## config.mk

```make
export PLATFORM = sky130hd
export DESIGN_NAME = kmer_minhash_engine
export DESIGN_NICKNAME = d
export VERILOG_FILES = /design/src/rtl/kmer_minhash_engine.sv
export SDC_FILE = /design/constraint.sdc
export NUM_CORES = 2
export LEC_CHECK = 0
export ABC_AREA = 1
export CORE_MARGIN = 2
export CORE_UTILIZATION = 51
export CTS_BUF_LIST = sky130_fd_sc_hd__clkbuf_8 sky130_fd_sc_hd__clkbuf_16
export CTS_CLUSTER_SIZE = 30
export DETAILED_ROUTE_END_ITERATION = 10
export PLACE_DENSITY = 0.75
export SETUP_SLACK_MARGIN = 0.1
export SLEW_MARGIN = 20
export SYNTH_ARGS = -nofsm -noshare
export SYNTH_HDL_FRONTEND = slang
export SYNTH_SLANG_ARGS = --single-unit
```

## constraint.sdc

```tcl
create_clock -name clk -period 19.58 [get_ports clk]
set_clock_uncertainty 0.1 [all_clocks]
set_input_delay 3.916 -clock clk [delete_from_list [all_inputs] [get_ports clk]]
set_output_delay 3.916 -clock clk [all_outputs]
set_load 0.005 [all_outputs]
```

## src/rtl/kmer_minhash_engine.sv

```systemverilog
// MinHash engine: latches a window of 2-bit bases, hashes every k-mer with NUM_HASH seeded
// hashes and keeps the per-function minimum. Optional macro KMER_MINHASH_MINPOS_EN adds min_pos.
module kmer_minhash_engine #(
  parameter int WINDOW_SIZE = 128,
  parameter int KMER_SIZE   = 16,
  parameter int NUM_HASH    = 4,
  parameter int HASH_W      = 32,
  parameter int ID_W        = 8,
  localparam int NUM_KMERS  = WINDOW_SIZE - KMER_SIZE + 1,
  localparam int POS_W      = (NUM_KMERS > 1) ? $clog2(NUM_KMERS) : 1
) (
  input  logic                                 clk,
  input  logic                                 rst_n,
  input  logic [0:WINDOW_SIZE-1][1:0]          window,
  input  logic [ID_W-1:0]                      window_id,
  input  logic                                 window_reset,
  input  logic                                 ready_for_hashing,
  output logic                                 hashing_is_done,
  output logic                                 busy,
  output logic [ID_W-1:0]                      sig_id,
  output logic [0:NUM_HASH-1][HASH_W-1:0]      signature
`ifdef KMER_MINHASH_MINPOS_EN
  ,
  output logic [0:NUM_HASH-1][POS_W-1:0]       min_pos
`endif
);

  // Handshake: a window is accepted when ready_for_hashing=1 in IDLE; hashing_is_done stays
  // high in DONE until ready_for_hashing is seen low, and both drop on that same edge.
  typedef enum logic [1:0] {S_IDLE, S_HASH, S_DRAIN, S_DONE} state_t;

  localparam logic [HASH_W-1:0] MULT = HASH_W'(32'h9E3779B1);

  function automatic logic [HASH_W-1:0] seed_f(input int unsigned i);
    logic [63:0] prod;
    prod = 64'(i) * 64'h5BD1E995;
    return prod[HASH_W-1:0];
  endfunction

  state_t                     r_state;
  logic [2*WINDOW_SIZE-1:0]   r_buf;
  logic [POS_W-1:0]           r_p;
  logic                       r_s1_vld;
  logic [HASH_W-1:0]          r_x   [NUM_HASH];
  logic [HASH_W-1:0]          r_min [NUM_HASH];
  logic [HASH_W-1:0]          w_h   [NUM_HASH];
  logic [HASH_W-1:0]          w_k;
`ifdef KMER_MINHASH_MINPOS_EN
  logic [POS_W-1:0]           r_pos1;
  logic [POS_W-1:0]           r_minp [NUM_HASH];
`endif

  // The buffer shifts left one base per HASH cycle, so the current k-mer is always the top bits.
  assign w_k = HASH_W'(r_buf[2*WINDOW_SIZE-1 -: 2*KMER_SIZE]);

  always_comb begin
    for (int i = 0; i < NUM_HASH; i++) begin
      w_h[i] = r_x[i] * MULT;
    end
  end

  always_ff @(posedge clk or negedge rst_n) begin
    if (!rst_n) begin
      r_state         <= S_IDLE;
      r_buf           <= '0;
      r_p             <= '0;
      r_s1_vld        <= 1'b0;
      hashing_is_done <= 1'b0;
      busy            <= 1'b0;
      sig_id          <= '0;
      signature       <= '0;
      for (int i = 0; i < NUM_HASH; i++) begin
        r_x[i]   <= '0;
        r_min[i] <= '1;
      end
`ifdef KMER_MINHASH_MINPOS_EN
      r_pos1  <= '0;
      min_pos <= '0;
      for (int i = 0; i < NUM_HASH; i++) r_minp[i] <= '0;
`endif
    end else if (window_reset) begin
      r_state         <= S_IDLE;
      r_s1_vld        <= 1'b0;
      hashing_is_done <= 1'b0;
      busy            <= 1'b0;
      sig_id          <= '0;
      signature       <= '0;
      for (int i = 0; i < NUM_HASH; i++) r_min[i] <= '1;
`ifdef KMER_MINHASH_MINPOS_EN
      min_pos <= '0;
      for (int i = 0; i < NUM_HASH; i++) r_minp[i] <= '0;
`endif
    end else begin
      // Stage 2: strict less-than, so a tie keeps the earlier position.
      if (r_s1_vld) begin
        for (int i = 0; i < NUM_HASH; i++) begin
          if (w_h[i] < r_min[i]) begin
            r_min[i] <= w_h[i];
`ifdef KMER_MINHASH_MINPOS_EN
            r_minp[i] <= r_pos1;
`endif
          end
        end
      end
      case (r_state)
        S_IDLE: begin
          if (ready_for_hashing) begin
            r_buf    <= window;
            sig_id   <= window_id;
            r_p      <= '0;
            r_s1_vld <= 1'b0;
            busy     <= 1'b1;
            r_state  <= S_HASH;
            for (int i = 0; i < NUM_HASH; i++) r_min[i] <= '1;
`ifdef KMER_MINHASH_MINPOS_EN
            for (int i = 0; i < NUM_HASH; i++) r_minp[i] <= '0;
`endif
          end
        end
        S_HASH: begin
          for (int i = 0; i < NUM_HASH; i++) r_x[i] <= w_k ^ seed_f(i);
`ifdef KMER_MINHASH_MINPOS_EN
          r_pos1 <= r_p;
`endif
          r_s1_vld <= 1'b1;
          r_buf    <= r_buf << 2;
          r_p      <= r_p + 1'b1;
          if (r_p == POS_W'(NUM_KMERS - 1)) r_state <= S_DRAIN;
        end
        S_DRAIN: begin
          // First DRAIN edge retires the last k-mer; the next one publishes the minima.
          if (r_s1_vld) begin
            r_s1_vld <= 1'b0;
          end else begin
            for (int i = 0; i < NUM_HASH; i++) signature[i] <= r_min[i];
`ifdef KMER_MINHASH_MINPOS_EN
            for (int i = 0; i < NUM_HASH; i++) min_pos[i] <= r_minp[i];
`endif
            hashing_is_done <= 1'b1;
            busy            <= 1'b0;
            r_state         <= S_DONE;
          end
        end
        S_DONE: begin
          if (!ready_for_hashing) begin
            hashing_is_done <= 1'b0;
            r_state         <= S_IDLE;
          end
        end
        default: r_state <= S_IDLE;
      endcase
    end
  end

endmodule
```

==> impl_metrics.csv <==
group,metric,value,unit
global_routing,overflow,0,
sta,fin_crit_sh,0.5027,
sta,rsz0062_at_grt,"false",
routing,dr_total_vias,49770,
clocking,clock-root-buffer,"clkbuf_16",
sta,hold_viol_final,0,
setup_path,cp_slowest_stage_delay,1090,ps
clocking,cts_tree,"done",
setup_path,critPathLaunchType,"flop",
clocking,post-cts-setup-buffer-count,0,
sta,period_needed,9843,ps
worst_hold_path,hold_class,"flop to flop",
yosys,syn_avg_cell_area,8.863,sq um
routing,drcViolationCount,0,
finish,nets,9492,
clocking,htree_levels,3,
routing,first_pass_iters,6,
floorplanning,die_w,359.7,um
global_routing,grt_use_total,0.3014,
floorplanning,dieHeight,359.7,um
yosys,synth_ff_type,"dfrtp_1",
routing,via_per_inst,5.343,
clocking,numCtsBuffers,73,
yosys,netlist_area,64540,sq um
global_routing,grt_max_degree,233,
setup_path,cp.required,20050,ps
routing,drt-total-wl,193300,um
routing,ant_nets,0,
yosys,synth_edf_count,0,
yosys,syn_nets,9171,
global_routing,antenna_found_initial,11,
sta,max_slew_margin,0.2080,
global_routing,grt_first_pass_wirelength,296200,um
yosys,synthDistinctLibCells,56,
floorplanning,rows,130,
setup_path,worst-path-max-fanout,33,
routing,wl_per_cell,20.75,um
setup_path,worstSetupPathType,"flop to flop",
sta,drv_slew,0,
finish,area_growth,12.88,%
yosys,seq_area_frac_synth,0.2328,
job,drv_cap,0,
global_routing,grt_pass1_vias,50310,
sta,setup_violations,0,
finish,final_common_cell,"inv_1",
setup_path,cp_common_cell,"fa_1",
yosys,ys_async_sr_fraction,1.000,
floorplanning,start_util,0.5140,
floorplanning,core-area,125600,sq um
sta,whs,360.3,ps
yosys,yosys_register_bits,594,
yosys,syn_inst,7282,
floorplanning,die-area,129400,sq um
clocking,ctsHoldBuffers,0,
clocking,path_clk_slew,70,ps
clocking,clockBufferDepth,3,
placed_design,portBuffers,405,
routing,drt_iter0_drc,3793,
yosys,yosysWarnings,0,
finish,utilization,0.5802,
finish,final_cell_mix,"inv_1, nand2_1, fa_1",
placed_design,gp_congestion,1.031,
clocking,cts_resized,0,
clocking,clk_latency,710,ps
finish,drive_gt1_frac,0.05128,
sta,finalSetupTns,0,ps
outcome,run_status,"finished, final reports clean",
sta,tightest_slew,1188,ps
sta,max_freq,101.6,MHz
setup_path,arrival,10320,ps
floorplanning,ios,406,
placed_design,dp_hpwl,155400,um
setup_path,cp-end-kind,"flop",
setup_path,slowest_stage,"dfrtp_1",
clocking,clkSinkCount,594,
registers in the layout (all words and copies together), names as in the netlist:
| signal | cells |
|---|---|
| r_p | 7 |
| r_x | 62 |
| r_min | 128 |
| r_s1_vld | 1 |
| busy | 1 |
| sig_id | 8 |
| hashing_is_done | 1 |
| r_buf | 256 |
| signature | 128 |
| r_state | 2 |
metal layers:
| layer | vias to the layer above | track usage | routed length (um) |
|---|---|---|---|
| li1 | 23300 | - | - |
| met1 | 24240 | 0.3930 | 79090 |
| met2 | 1836 | 0.4626 | 84750 |
| met3 | 384 | 0.08698 | 18740 |
| met4 | 18 | 0.1436 | 10600 |
| met5 | - | 0 | 119 |
worst max-delay path: cells and delay by family, from the launching register on:
family	cells	cell delay [ps]
AO/OA/AOI/OAI	2	410
AND/OR/NAND/NOR	11	2040
adder cells (fa/ha/maj)	10	4640
buffers and inverters	9	1370
flip-flops	1	1090
cells in the mapped netlist, types with 8 or more instances:
| cell type | number | area [sq um] |
|---|---|---|
| o21ai_1 | 44 | 220.2 |
| buf_2 | 65 | 325.3 |
| xor2_2 | 10 | 162.7 |
| nor2_1 | 136 | 510.5 |
| o21bai_1 | 13 | 97.59 |
| nor4_1 | 10 | 62.56 |
| xor2_1 | 77 | 674.4 |
| nand2_2 | 22 | 137.6 |
| clkbuf_1 | 130 | 488.0 |
| nor3_1 | 26 | 130.1 |
| fa_1 | 813 | 16280 |
| buf_1 | 13 | 48.80 |
| a32o_1 | 8 | 80.08 |
| nand3b_1 | 13 | 97.59 |
| xnor2_1 | 55 | 481.7 |
| nand4_1 | 25 | 156.4 |
| o211ai_1 | 276 | 2072 |
| dfstp_2 | 128 | 3363 |
| inv_2 | 16 | 60.06 |
| nand2_1 | 971 | 3645 |
| o31ai_1 | 10 | 75.07 |
| o22ai_1 | 24 | 150.1 |
| inv_1 | 1983 | 7443 |
| a21oi_1 | 272 | 1361 |
| o21ai_0 | 477 | 2387 |
| dfrtp_1 | 466 | 11660 |
| ha_1 | 808 | 10110 |
| o21a_1 | 9 | 67.56 |
| a21o_1 | 11 | 82.58 |
| nand3_2 | 9 | 90.09 |
| nand3_1 | 292 | 1461 |
| a31oi_1 | 9 | 56.30 |
cell families after synthesis:
| kind of cell | after synthesis | synth area share |
|---|---|---|
| buffers and inverters | 2208 | 0.1297 |
| adder cells (fa/ha/maj) | 1621 | 0.4088 |
| AND/OR/NAND/NOR | 1537 | 0.1013 |
| AO/OA/AOI/OAI | 1180 | 0.1069 |
| flip-flops | 594 | 0.2328 |
| XOR/XNOR | 142 | 0.02043 |
path summary, 6_finish.rpt:
| check | slack, ps | from | cells past startpoint | endpoint |
|---|---|---|---|---|
| max in group asynchronous | 13420 | rst_n | 4 | signature[124] |
| setup reg to reg | 9740 | r_x[102] | 32 | r_min[28] |
| hold reg to reg | 360 | r_buf[249] | 1 | r_x[89] |
| hold / removal | 360 | r_buf[249] | 1 | r_x[89] |
| setup / recovery | 9740 | r_x[102] | 32 | r_min[28] |
| min in group asynchronous | 3170 | rst_n | 1 | signature[13] |
final cells by class:
cell class / instances / area [sq um]
fillers: 11110 / 52720
multi-input cells: 4480 / 41180
flip-flops and latches: 594 / 15030
inverters: 1999 / 7513
repair buffers: 455 / 4446
well taps: 1650 / 2064
clock buffers: 89 / 2047
clock inverters: 47 / 578.1
diodes: 1 / 2.502
per-stage QoR:
| step | instance area [sq um] | cells | setup WS, ps |
|---|---|---|---|
| 5_1_grt | 72850 | 9314 | 9224 |
| 4_1_cts | 72850 | 9314 | 9878 |
| 2_1_floorplan | 64540 | 7282 | 11760 |
| 3_3_place_gp | 70220 | 9178 | 9971 |
| 6_report | 72850 | 9315 | 9737 |
| 3_5_place_dp | 70220 | 9178 | 9951 |
Power is left out: the tool's default activity adds up to more than one toggle a clock period on the data nets, which glitch-free logic cannot reach.
